## config.mk

```make
export PLATFORM = sky130hd
export DESIGN_NAME = biriscv_v_alu_seq
export DESIGN_NICKNAME = d
export VERILOG_FILES = /design/src/rtl/biriscv_v_alu_seq_pkg.sv /design/src/rtl/biriscv_v_alu_seq_elem_enable.sv /design/src/rtl/biriscv_v_alu_seq.sv
export SDC_FILE = /design/constraint.sdc
export NUM_CORES = 1
export LEC_CHECK = 0
export ABC_AREA = 0
export CORE_AREA = 2 2 458 460
export CTS_BUF_LIST = sky130_fd_sc_hd__clkbuf_2 sky130_fd_sc_hd__clkbuf_4 sky130_fd_sc_hd__clkbuf_8
export DETAILED_ROUTE_END_ITERATION = 7
export DIE_AREA = 0 0 460 462
export PLACE_DENSITY = 0.3
export SLEW_MARGIN = 20
export SYNTH_ARGS = -nofsm -noshare
export SYNTH_HDL_FRONTEND = slang
export SYNTH_SLANG_ARGS = --single-unit
```

## constraint.sdc

```tcl
create_clock -name clk_i -period 18.45 [get_ports clk_i]
set_clock_uncertainty 0.2 [all_clocks]
set_input_delay 3.69 -clock clk_i [delete_from_list [all_inputs] [get_ports clk_i]]
set_output_delay 3.69 -clock clk_i [all_outputs]
set_load 0.01 [all_outputs]
```

## src/rtl/biriscv_v_alu_seq_pkg.sv

```systemverilog
// Shared encodings, FSM states and sizing for the vector ALU sequencer.
package biriscv_v_pkg;

  localparam int unsigned VLEN   = 128;
  localparam int unsigned ELEN   = 32;
  localparam int unsigned VLENB  = VLEN / 8;
  localparam int unsigned BYTE_W = $clog2(VLENB);
  localparam int unsigned BIT_W  = $clog2(VLEN);

  typedef enum logic [1:0] {
    SEW_8    = 2'd0,
    SEW_16   = 2'd1,
    SEW_32   = 2'd2,
    SEW_RSVD = 2'd3
  } vsew_e;

  typedef enum logic [1:0] {
    LMUL_1 = 2'd0,
    LMUL_2 = 2'd1,
    LMUL_4 = 2'd2,
    LMUL_8 = 2'd3
  } vlmul_e;

  typedef enum logic [2:0] {
    ST_IDLE  = 3'd0,
    ST_CHECK = 3'd1,
    ST_READ  = 3'd2,
    ST_EXEC  = 3'd3,
    ST_WRITE = 3'd4
  } vseq_state_e;

  // Elements per register group: LMUL * VLEN / SEW (0 for the reserved SEW).
  function automatic logic [7:0] vlmax(input logic [1:0] vsew, input logic [1:0] vlmul);
    logic [7:0] n;
    n = 8'(VLENB) >> vsew;
    n = n << vlmul;
    if (vsew == SEW_RSVD) n = '0;
    return n;
  endfunction

endpackage

```

## src/rtl/biriscv_v_alu_seq_elem_enable.sv

```systemverilog
// Per-pass element activity: byte enables for the VRF write and the ALU mask vector.
// BIRISCV_VSEQ_MASK_EN selects whether v0 masking is honoured.
module biriscv_v_elem_enable
  import biriscv_v_pkg::*;
(
  input  logic [2:0]       pass_idx,
  input  logic [7:0]       vl,
  input  logic [1:0]       vsew,
  input  logic             vm,
  input  logic [VLEN-1:0]  v0,
  output logic [VLENB-1:0] byte_en,
  output logic [VLEN-1:0]  vmask
);

  logic [7:0]        pass_base;
  logic [BYTE_W-1:0] low_mask;

  // First global element index of this pass, and the byte-offset bits inside one element.
  assign pass_base = 8'({pass_idx, {BYTE_W{1'b0}}}) >> vsew;
  assign low_mask  = ~({BYTE_W{1'b1}} << vsew);

`ifndef BIRISCV_VSEQ_MASK_EN
  logic unused_mask;
  assign unused_mask = ^{vm, v0};
`endif

  logic [BYTE_W-1:0] elem;
  logic [7:0]        g;
  logic              active;
  logic              is_lsb;

  // Walk every byte lane, derive its element's global index and activity.
  always_comb begin
    byte_en = '0;
    vmask   = '0;
    elem    = '0;
    g       = '0;
    active  = 1'b0;
    is_lsb  = 1'b0;
    for (int unsigned b = 0; b < VLENB; b++) begin
      elem   = BYTE_W'(b) >> vsew;
      g      = pass_base + 8'(elem);
      is_lsb = (BYTE_W'(b) & low_mask) == '0;
`ifdef BIRISCV_VSEQ_MASK_EN
      active = (g < vl) && (vm || v0[g[BIT_W-1:0]]);
      vmask[BIT_W'(b * 8)] = is_lsb && active;
`else
      active = (g < vl);
      vmask[BIT_W'(b * 8)] = is_lsb;
`endif
      byte_en[BYTE_W'(b)] = active;
    end
  end

endmodule

```

## src/rtl/biriscv_v_alu_seq.sv

```systemverilog
// Vector ALU issue sequencer: walks an LMUL register group one VRF row per pass
// (READ -> EXEC -> WRITE). Define BIRISCV_VSEQ_MASK_EN to support vm=0 via v0.
module biriscv_v_alu_seq
  import biriscv_v_pkg::*;
(
  input  logic              clk_i,
  input  logic              rst_i,
  input  logic              req_valid_i,
  output logic              req_ready_o,
  input  logic [31:0]       req_opcode_i,
  input  logic [4:0]        req_vd_i,
  input  logic [4:0]        req_vs1_i,
  input  logic [4:0]        req_vs2_i,
  input  logic [ELEN-1:0]   req_rs1_operand_i,
  input  logic [7:0]        req_vl_i,
  input  logic [1:0]        req_vsew_i,
  input  logic [1:0]        req_vlmul_i,
  input  logic              hold_i,
  output logic [4:0]        vrf_rd_addr_a_o,
  output logic [4:0]        vrf_rd_addr_b_o,
  input  logic [VLEN-1:0]   vrf_rd_data_a_i,
  input  logic [VLEN-1:0]   vrf_rd_data_b_i,
  input  logic [VLEN-1:0]   vrf_rd_data_m_i,
  output logic [31:0]       alu_opcode_o,
  output logic [VLEN-1:0]   alu_va_o,
  output logic [VLEN-1:0]   alu_vb_o,
  output logic [VLEN-1:0]   alu_vmask_o,
  input  logic [VLEN-1:0]   alu_result_i,
  output logic              vrf_wr_en_o,
  output logic [4:0]        vrf_wr_addr_o,
  output logic [VLEN-1:0]   vrf_wr_data_o,
  output logic [VLENB-1:0]  vrf_wr_be_o,
  output logic              busy_o,
  output logic              done_o,
  output logic              illegal_o
);

  vseq_state_e      state_q;
  logic [2:0]       pass_q;
  logic [31:0]      opcode_q;
  logic [4:0]       vd_q, vs1_q, vs2_q;
  logic [ELEN-1:0]  scalar_q;
  logic [7:0]       vl_q;
  logic [1:0]       vsew_q, vlmul_q;
  logic [4:0]       rd_addr_a_q, rd_addr_b_q, wr_addr_q;
  logic [VLEN-1:0]  wr_data_q;
  logic [VLENB-1:0] wr_be_q;

  logic [7:0]       req_vlmax;
  logic             vm;
  logic [2:0]       funct3;
  logic             scalar_form;
  logic [4:0]       lmul_low;
  logic [4:0]       lmul_cnt;
  logic             misaligned;
  logic             mask_illegal;
  logic             illegal;
  logic [3:0]       next_pass;
  logic [8:0]       next_base;
  logic             more_passes;
  logic [VLEN-1:0]  vb_scalar;
  logic [VLENB-1:0] be;
  logic [VLEN-1:0]  vmask;
  logic             in_exec;

  // Request decode and legality of the latched instruction.
  assign req_vlmax   = vlmax(req_vsew_i, req_vlmul_i);
  assign vm          = opcode_q[25];
  assign funct3      = opcode_q[14:12];
  assign scalar_form = (funct3 == 3'b011) || (funct3 == 3'b100) ||
                       (funct3 == 3'b101) || (funct3 == 3'b110);
  assign lmul_cnt    = 5'd1 << vlmul_q;
  assign lmul_low    = lmul_cnt - 5'd1;
  assign misaligned  = |((vd_q | vs1_q | vs2_q) & lmul_low);
`ifdef BIRISCV_VSEQ_MASK_EN
  assign mask_illegal = !vm && (vd_q == 5'd0);
`else
  assign mask_illegal = !vm;
`endif
  assign illegal     = (vsew_q == SEW_RSVD) || misaligned || mask_illegal;

  // Another pass is needed while the group and the (clamped) vl both extend further.
  assign next_pass   = {1'b0, pass_q} + 4'd1;
  assign next_base   = 9'({next_pass, {BYTE_W{1'b0}}}) >> vsew_q;
  assign more_passes = (5'(next_pass) < lmul_cnt) && (next_base < 9'(vl_q));

  // Replicate the scalar operand into every SEW-wide element.
  always_comb begin
    vb_scalar = '0;
    unique case (vsew_q)
      SEW_8:   vb_scalar = {(VLEN / 8){scalar_q[7:0]}};
      SEW_16:  vb_scalar = {(VLEN / 16){scalar_q[15:0]}};
      default: vb_scalar = {(VLEN / 32){scalar_q[31:0]}};
    endcase
  end

  biriscv_v_elem_enable u_elem_enable (
    .pass_idx (pass_q),
    .vl       (vl_q),
    .vsew     (vsew_q),
    .vm       (vm),
    .v0       (vrf_rd_data_m_i),
    .byte_en  (be),
    .vmask    (vmask)
  );

  // ALU operands are only driven while the read data is valid.
  assign in_exec     = (state_q == ST_EXEC);
  assign alu_opcode_o = opcode_q;
  assign alu_va_o    = in_exec ? vrf_rd_data_a_i : '0;
  assign alu_vb_o    = in_exec ? (scalar_form ? vb_scalar : vrf_rd_data_b_i) : '0;
  assign alu_vmask_o = in_exec ? vmask : '0;

  assign req_ready_o     = (state_q == ST_IDLE);
  assign busy_o          = (state_q != ST_IDLE);
  assign vrf_rd_addr_a_o = rd_addr_a_q;
  assign vrf_rd_addr_b_o = rd_addr_b_q;
  assign vrf_wr_addr_o   = wr_addr_q;
  assign vrf_wr_data_o   = wr_data_q;
  assign vrf_wr_be_o     = wr_be_q;

  // Strobes fire only on the cycle the FSM actually leaves the state.
  assign vrf_wr_en_o = (state_q == ST_WRITE) && !hold_i;
  assign illegal_o   = (state_q == ST_CHECK) && illegal && !hold_i;
  assign done_o      = !hold_i &&
                       (((state_q == ST_CHECK) && !illegal && (vl_q == 8'd0)) ||
                        ((state_q == ST_WRITE) && !more_passes));

  // Sequencer FSM; hold_i freezes every state past IDLE.
  always_ff @(posedge clk_i or posedge rst_i) begin
    if (rst_i) begin
      state_q     <= ST_IDLE;
      pass_q      <= '0;
      opcode_q    <= '0;
      vd_q        <= '0;
      vs1_q       <= '0;
      vs2_q       <= '0;
      scalar_q    <= '0;
      vl_q        <= '0;
      vsew_q      <= '0;
      vlmul_q     <= '0;
      rd_addr_a_q <= '0;
      rd_addr_b_q <= '0;
      wr_addr_q   <= '0;
      wr_data_q   <= '0;
      wr_be_q     <= '0;
    end else begin
      unique case (state_q)
        ST_IDLE: begin
          if (req_valid_i) begin
            opcode_q <= req_opcode_i;
            vd_q     <= req_vd_i;
            vs1_q    <= req_vs1_i;
            vs2_q    <= req_vs2_i;
            scalar_q <= req_rs1_operand_i;
            vl_q     <= (req_vl_i > req_vlmax) ? req_vlmax : req_vl_i;
            vsew_q   <= req_vsew_i;
            vlmul_q  <= req_vlmul_i;
            state_q  <= ST_CHECK;
          end
        end
        ST_CHECK: begin
          if (!hold_i) begin
            if (illegal || (vl_q == 8'd0)) begin
              state_q <= ST_IDLE;
            end else begin
              pass_q      <= '0;
              rd_addr_a_q <= vs2_q;
              rd_addr_b_q <= vs1_q;
              state_q     <= ST_READ;
            end
          end
        end
        ST_READ: begin
          if (!hold_i) state_q <= ST_EXEC;
        end
        ST_EXEC: begin
          if (!hold_i) begin
            wr_data_q <= alu_result_i;
            wr_be_q   <= be;
            wr_addr_q <= vd_q + 5'(pass_q);
            state_q   <= ST_WRITE;
          end
        end
        ST_WRITE: begin
          if (!hold_i) begin
            if (more_passes) begin
              pass_q      <= next_pass[2:0];
              rd_addr_a_q <= vs2_q + 5'(next_pass);
              rd_addr_b_q <= vs1_q + 5'(next_pass);
              state_q     <= ST_READ;
            end else begin
              state_q <= ST_IDLE;
            end
          end
        end
        default: state_q <= ST_IDLE;
      endcase
    end
  end

endmodule

```

; Word-level counts from Yosys, hierarchy flattened
; Cells that the tools add are included.
[totals]
regBits = 256
input_bits = 607
output_inout_bits = 580
wordCells = 174
[classes]
n_addsub = 21
order_cmp = 19
eq_ne = 18
shifts = 22
muxes = 30
bitwise_logic = 5
n_reduce_logical = 44
[op_table]
columns = cell, n
row1 = 2-to-1 mux 128 bit, 3
row2 = case mux 128 bit (2 select lines), 1
row3 = adder 8 x 4 -> 8 bit, 16
row4 = < comparator 8 bit, 16
row5 = 2-to-1 mux 121 bit, 1
row6 = logical NOT 4 bit, 15
row7 = 2-to-1 mux 5 bit, 8
row8 = right shift 4 x 2 -> 4 bit (first input constant), 8
row9 = 2-to-1 mux 3 bit, 9
row10 = case mux 5 bit (2 select lines), 2
row11 = 2-to-1 mux 8 bit, 2
row12 = right shift 3 x 2 -> 4 bit (first input constant), 4
row13 = case mux 3 bit (5 select lines), 1
row14 = != test 2 bit (second input constant), 7
row15 = equality test 3 bit (second input constant), 4
row16 = adder 5 x 4 -> 5 bit, 2
row17 = OR 5 bit, 2
row18 = AND reduction 5 bit, 2
row19 = equality test 3 x 2 -> 1 bit (second input constant), 3
row20 = < comparator 9 x 8 -> 1 bit, 1
row21 = right shift 8 x 2 -> 9 bit, 1
row22 = greater-than comparator 8 bit, 1
row23 = logical AND 1 bit, 8
row24 = logical NOT 8 bit, 1
row25 = 27 further kinds, 41

; Longest topological paths before layout
[depth]
word_depth = 11
ltp_mapped = 16

; Cells and area by module
; From an unflattened synthesis, not the netlist that was laid out.
[unflattened]
cells_unflattened = 2244
area_unflattened_um2 = 17598.1
[by_module_without_submodules]
columns = module, instances, cells_each, area_per_inst_um2, seq_area_each_um2
row1 = biriscv_v_alu_seq, 1, 1791, 14331.2, 6406.1
row2 = biriscv_v_elem_enable, 1, 453, 3266.9, 0.0

; Least setup slack after synthesis
; Ideal clock, no wire load.
[synth_timing]
path_kind = input-to-output
start = in hold_i
end = out illegal_o
t_arrival_ns = 4.234
setup_slack_ns = 10.326
stages = 2
path_buffers = 1
path_cell_list = clkbuf_1 > nor3b_1
[synth_between]
elab_chain_cells = 2
[synth_lines]
columns = element, line_no
row1 = start: declaration, biriscv_v_alu_seq.sv:18  ; input logic hold_i,
row2 = logical NOT 1 bit, n/a
row3 = logical AND 1 bit, biriscv_v_alu_seq.sv:124  ; assign illegal_o = (state_q == ST_CHECK) && illegal && !hold_i;
row4 = end: declaration, biriscv_v_alu_seq.sv:35  ; output logic illegal_o
; Every way passes these cells.

; Worst setup path in the final report
[layout_timing]
start = in vrf_rd_data_b_i[24]
end = out alu_vb_o[24]
[layout_between]
elab_chain_cells = 2
[layout_lines]
columns = element, line_no
row1 = start: declaration, biriscv_v_alu_seq.sv:22  ; input logic [VLEN-1:0] vrf_rd_data_b_i,
row2 = 2-to-1 mux 128 bit (2 in a row), biriscv_v_alu_seq.sv:111  ; assign alu_vb_o = in_exec ? (scalar_form ? vb_scalar : vrf_rd_data_b_i) : '0;
row3 = end: declaration, biriscv_v_alu_seq.sv:26  ; output logic [VLEN-1:0] alu_vb_o,
; Every way passes these cells.

==> flow_summary_export.csv <==
group,metric,value,unit
synth,synth-main-ff-cell,"dfrtp_1",
global_routing,grt_max_degree,130,
die,rows,168,
worst_hold_path,hold_end,"vrf_wr_data_o[101]",
timing,fmax,108,MHz
clock_network,cts-buffers-inserted,58,
die,io-pin-count,1187,
timing,period_share,0.503,
timing,period_needed,9290,ps
global_routing,grt_usage,0.118,
die,die_w,460,um
pwr,leakage,0.0127,uW
worst_hold_path,worstHoldStart,"vrf_wr_data_o[101]",
global_routing,grt.overflow.total,0,
route,top_layer_used,"met5",
route,first_iter_violations,802,
synth,yosysUniqueCellTypes,60,
route,route.detailed.drc,0,
synth,synth_seq_cells,256,
critical_path,end_kind,"output pin",
die,start_util,0.0784,
timing,drv_slew,0,
timing,tns,0,ps
clock_network,clock_latency,740,ps
synth,synthCells,2056,
timing,rsz0062_at_grt,"no",
worst_hold_path,min_path_cells,2,
synth,ys_seq_area_frac,0.393,
critical_path,rr_endpoint,"vrf_rd_addr_a_o[4]",
run_status,status,"complete, no violations",
route,first_pass_iters,5,
die,coreArea,0.208,mm2
clock_network,cts_tree,"done",
timing,setup_viol,0,
critical_path,crit_path_start_kind,"input port",
placed_design,port_buffers,946,
route,wl_met1,48.7,mm
placed_design,dpl.hpwl,110,mm
cells_and_area,drive_gt1_frac,0.0519,
cells_and_area,final_util,0.144,
clock_network,clk_path_buf_depth,3,
critical_path,worst_ep_arrival_time,5400,ps
route,wl,132,mm
timing,worst_pin_slew,986,ps
clock_network,post_cts_resized,0,
route,wl_per_cell,23.0,um
clock_network,h-tree-depth,2,
synth,postSynthAreaPerCell,7.93,um2
critical_path,rr_startpoint,"vsew_q[0]",
synth,syn_area,0.0163,mm2
global_routing,first_global_vias,18022,
cells_and_area,area_growth,83.1,%
worst_hold_path,hold_class,"register to register",
critical_path,crit_type,"input port to output pin",
placed_design,gp_congestion,0.789,
clock_network,cts_hold_buf,0,
synth,synth_warnings,0,
route,vias,17913,
critical_path,regToRegSetupSlack,13450,ps
cells_and_area,nFillCells,23864,
global_routing,grt_pass1_wl,170,mm
route,route.met3.wl,13.4,mm
cells_and_area,layout.nets,3672,
pwr,peakVddDrop,95.3,uV
timing,finalHoldViolCount,0,
critical_path,reg2reg_depth,11,
synth,synth_top_area_frac,0.393,
clock_network,path_clk_slew,50,ps
synth,yosys.area.top_type,"dfrtp_1",
route,route.antenna.remaining_nets,0,
run,max_cap_viol_count,0,
clock_network,post-cts-setup-buffers,0,
clock_network,clock_sinks,256,
die,dieArea,0.213,mm2
clock_network,clock-root-buffer,"clkbuf_8",
critical_path,cp_data_required_time,14560,ps
synth,synth_edf_count,0,
timing,maxSlewHeadroom,0.340,
route,route.met2.wl,65.9,mm
route,via_per_inst,3.12,
synth,synthArstFlopShare,1.00,
critical_path,crit_fanout,1,
die,dieHeight,462,um
synth,synth_top_cells_by_area,"dfrtp_1, nand2_1, ha_1",
pwr,p_per_area,139,mW/mm2
global_routing,antenna_found_initial,91,
-- per-stage QoR --
step | hold slack [ps] | instance area [um2] | worst slack [ps] | instances | power [uW]
floorplan | 245 | 16700 | 7520 | 2170 | 2120
global placement | 261 | 28500 | 9170 | 5620 | 3470
detailed placement | 261 | 28500 | 9170 | 5620 | 3460
CTS | 276 | 29800 | 9160 | 5723 | 4290
global route | 288 | 29800 | 9070 | 5739 | 4510
finish | 270 | 29900 | 9160 | 5748 | 4160
-- state kept, by name, summed over array words and instances (netlist names), 8 cells and up --
register       flops
alu_opcode_o      32
vrf_wr_data_o    128
scalar_q          32
vrf_wr_be_o       16
vl_q               8
-- worst max-delay path by stage --
| stage | start | to | cells after the start |
|---|---|---|---|
| after detailed placement | vrf_rd_data_b_i[28] | alu_vb_o[28] | 4 |
| after global placement | vrf_rd_data_b_i[28] | alu_vb_o[28] | 4 |
| final | vrf_rd_data_b_i[24] | alu_vb_o[24] | 4 |
| after global routing | vsew_q[0] | done_o | 11 |
| after CTS | vrf_rd_data_b_i[28] | alu_vb_o[28] | 4 |
| after floorplan | rst_i | alu_opcode_o[0] | 1 |
-- cell usage in the layout (no fill, tap or decap), types with 8 or more instances in the layout --
cell type	Yosys	final
conb_1	1	115
o41ai_1	10	10
a31oi_1	12	11
nor3b_1	8	8
ha_1	100	100
nand3_1	20	20
clkdlybuf4s50_1	0	946
nor2b_1	13	13
o21a_1	64	64
nor2_1	106	105
buf_4	125	20
xnor2_1	13	12
inv_1	23	21
a21oi_1	97	97
nand2_1	756	755
nand4_1	11	11
dfrtp_1	256	256
clkbuf_8	0	78
a21o_1	25	25
o211ai_1	9	9
mux2i_1	11	11
a22oi_1	10	10
a21boi_0	11	11
xor2_1	19	18
and2_1	134	133
nand2b_1	10	9
o21ai_0	34	34
mux2_4	8	8
diode_2	0	25
clkbuf_4	0	14
-- synthesized netlist by cell type, drive strengths merged, types with 5 or more instances --
cell type / number
nand3b: 5
nor3: 5
nor3b: 8
fa: 5
a21oi: 97
a21boi: 11
xor2: 19
a21o: 25
o21ai: 36
a22oi: 10
ha: 100
buf: 151
nand4: 11
o21a: 64
nand2: 756
nor2b: 13
a31oi: 12
mux2i: 11
dfrtp: 256
and2: 134
o211ai: 9
nor2: 107
o41ai: 10
xnor2: 13
inv: 24
mux2: 12
nand2b: 10
nand3: 20
clkbuf: 87
-- cells by family (layout without fill, tap and decap cells) --
| family | count (synthesis) | count (layout) | synth area share |
|---|---|---|---|
| DFF | 256 | 256 | 0.393 |
| buffers and inverters | 263 | 1096 | 0.0905 |
| muxes | 23 | 23 | 0.0169 |
| other | 1 | 140 | 0.000230 |
| xor gates and xnor gates | 32 | 32 | 0.0172 |
| adders and majority gates | 105 | 105 | 0.0829 |
| and+or+nand+nor | 1083 | 1083 | 0.284 |
| AOI/OAI and AO/OA | 293 | 293 | 0.116 |
-- power by group --
part | switching [uW] | internal, uW
Sequential | 224 | 830
Combinational | 1320 | 1020
Clock | 328 | 434
-- layer usage --
| layer | GRT usage | vias to the layer above |
|---|---|---|
| met2 | 0.206 | 818 |
| met1 | 0.126 | 8562 |
| met4 | 0.0418 | 38 |
| li1 | - | 8278 |
| met3 | 0.0516 | 217 |
| met5 | 0 | - |
-- layout make-up --
cell class / count / area, um2 / share of cell area
Multi-Input combinational cell: 1651 / 8910 / 0.298
Clock buffer: 92 / 1180 / 0.0395
Timing Repair Buffer: 968 / 9660 / 0.323
Antenna cell: 25 / 62.6 / 0.00209
Inverter: 25 / 104 / 0.00348
Sequential cell: 256 / 6410 / 0.215
Tap cell: 2720 / 3400 / 0.114
Clock inverter: 11 / 138 / 0.00461
-- critical path, stage by stage --
cell	delay (ps)
clkdlybuf4s50_1	450
nor2_1	40
nor2_1	540
clkdlybuf4s50_1	660
(Power assumes the default switching activity.)
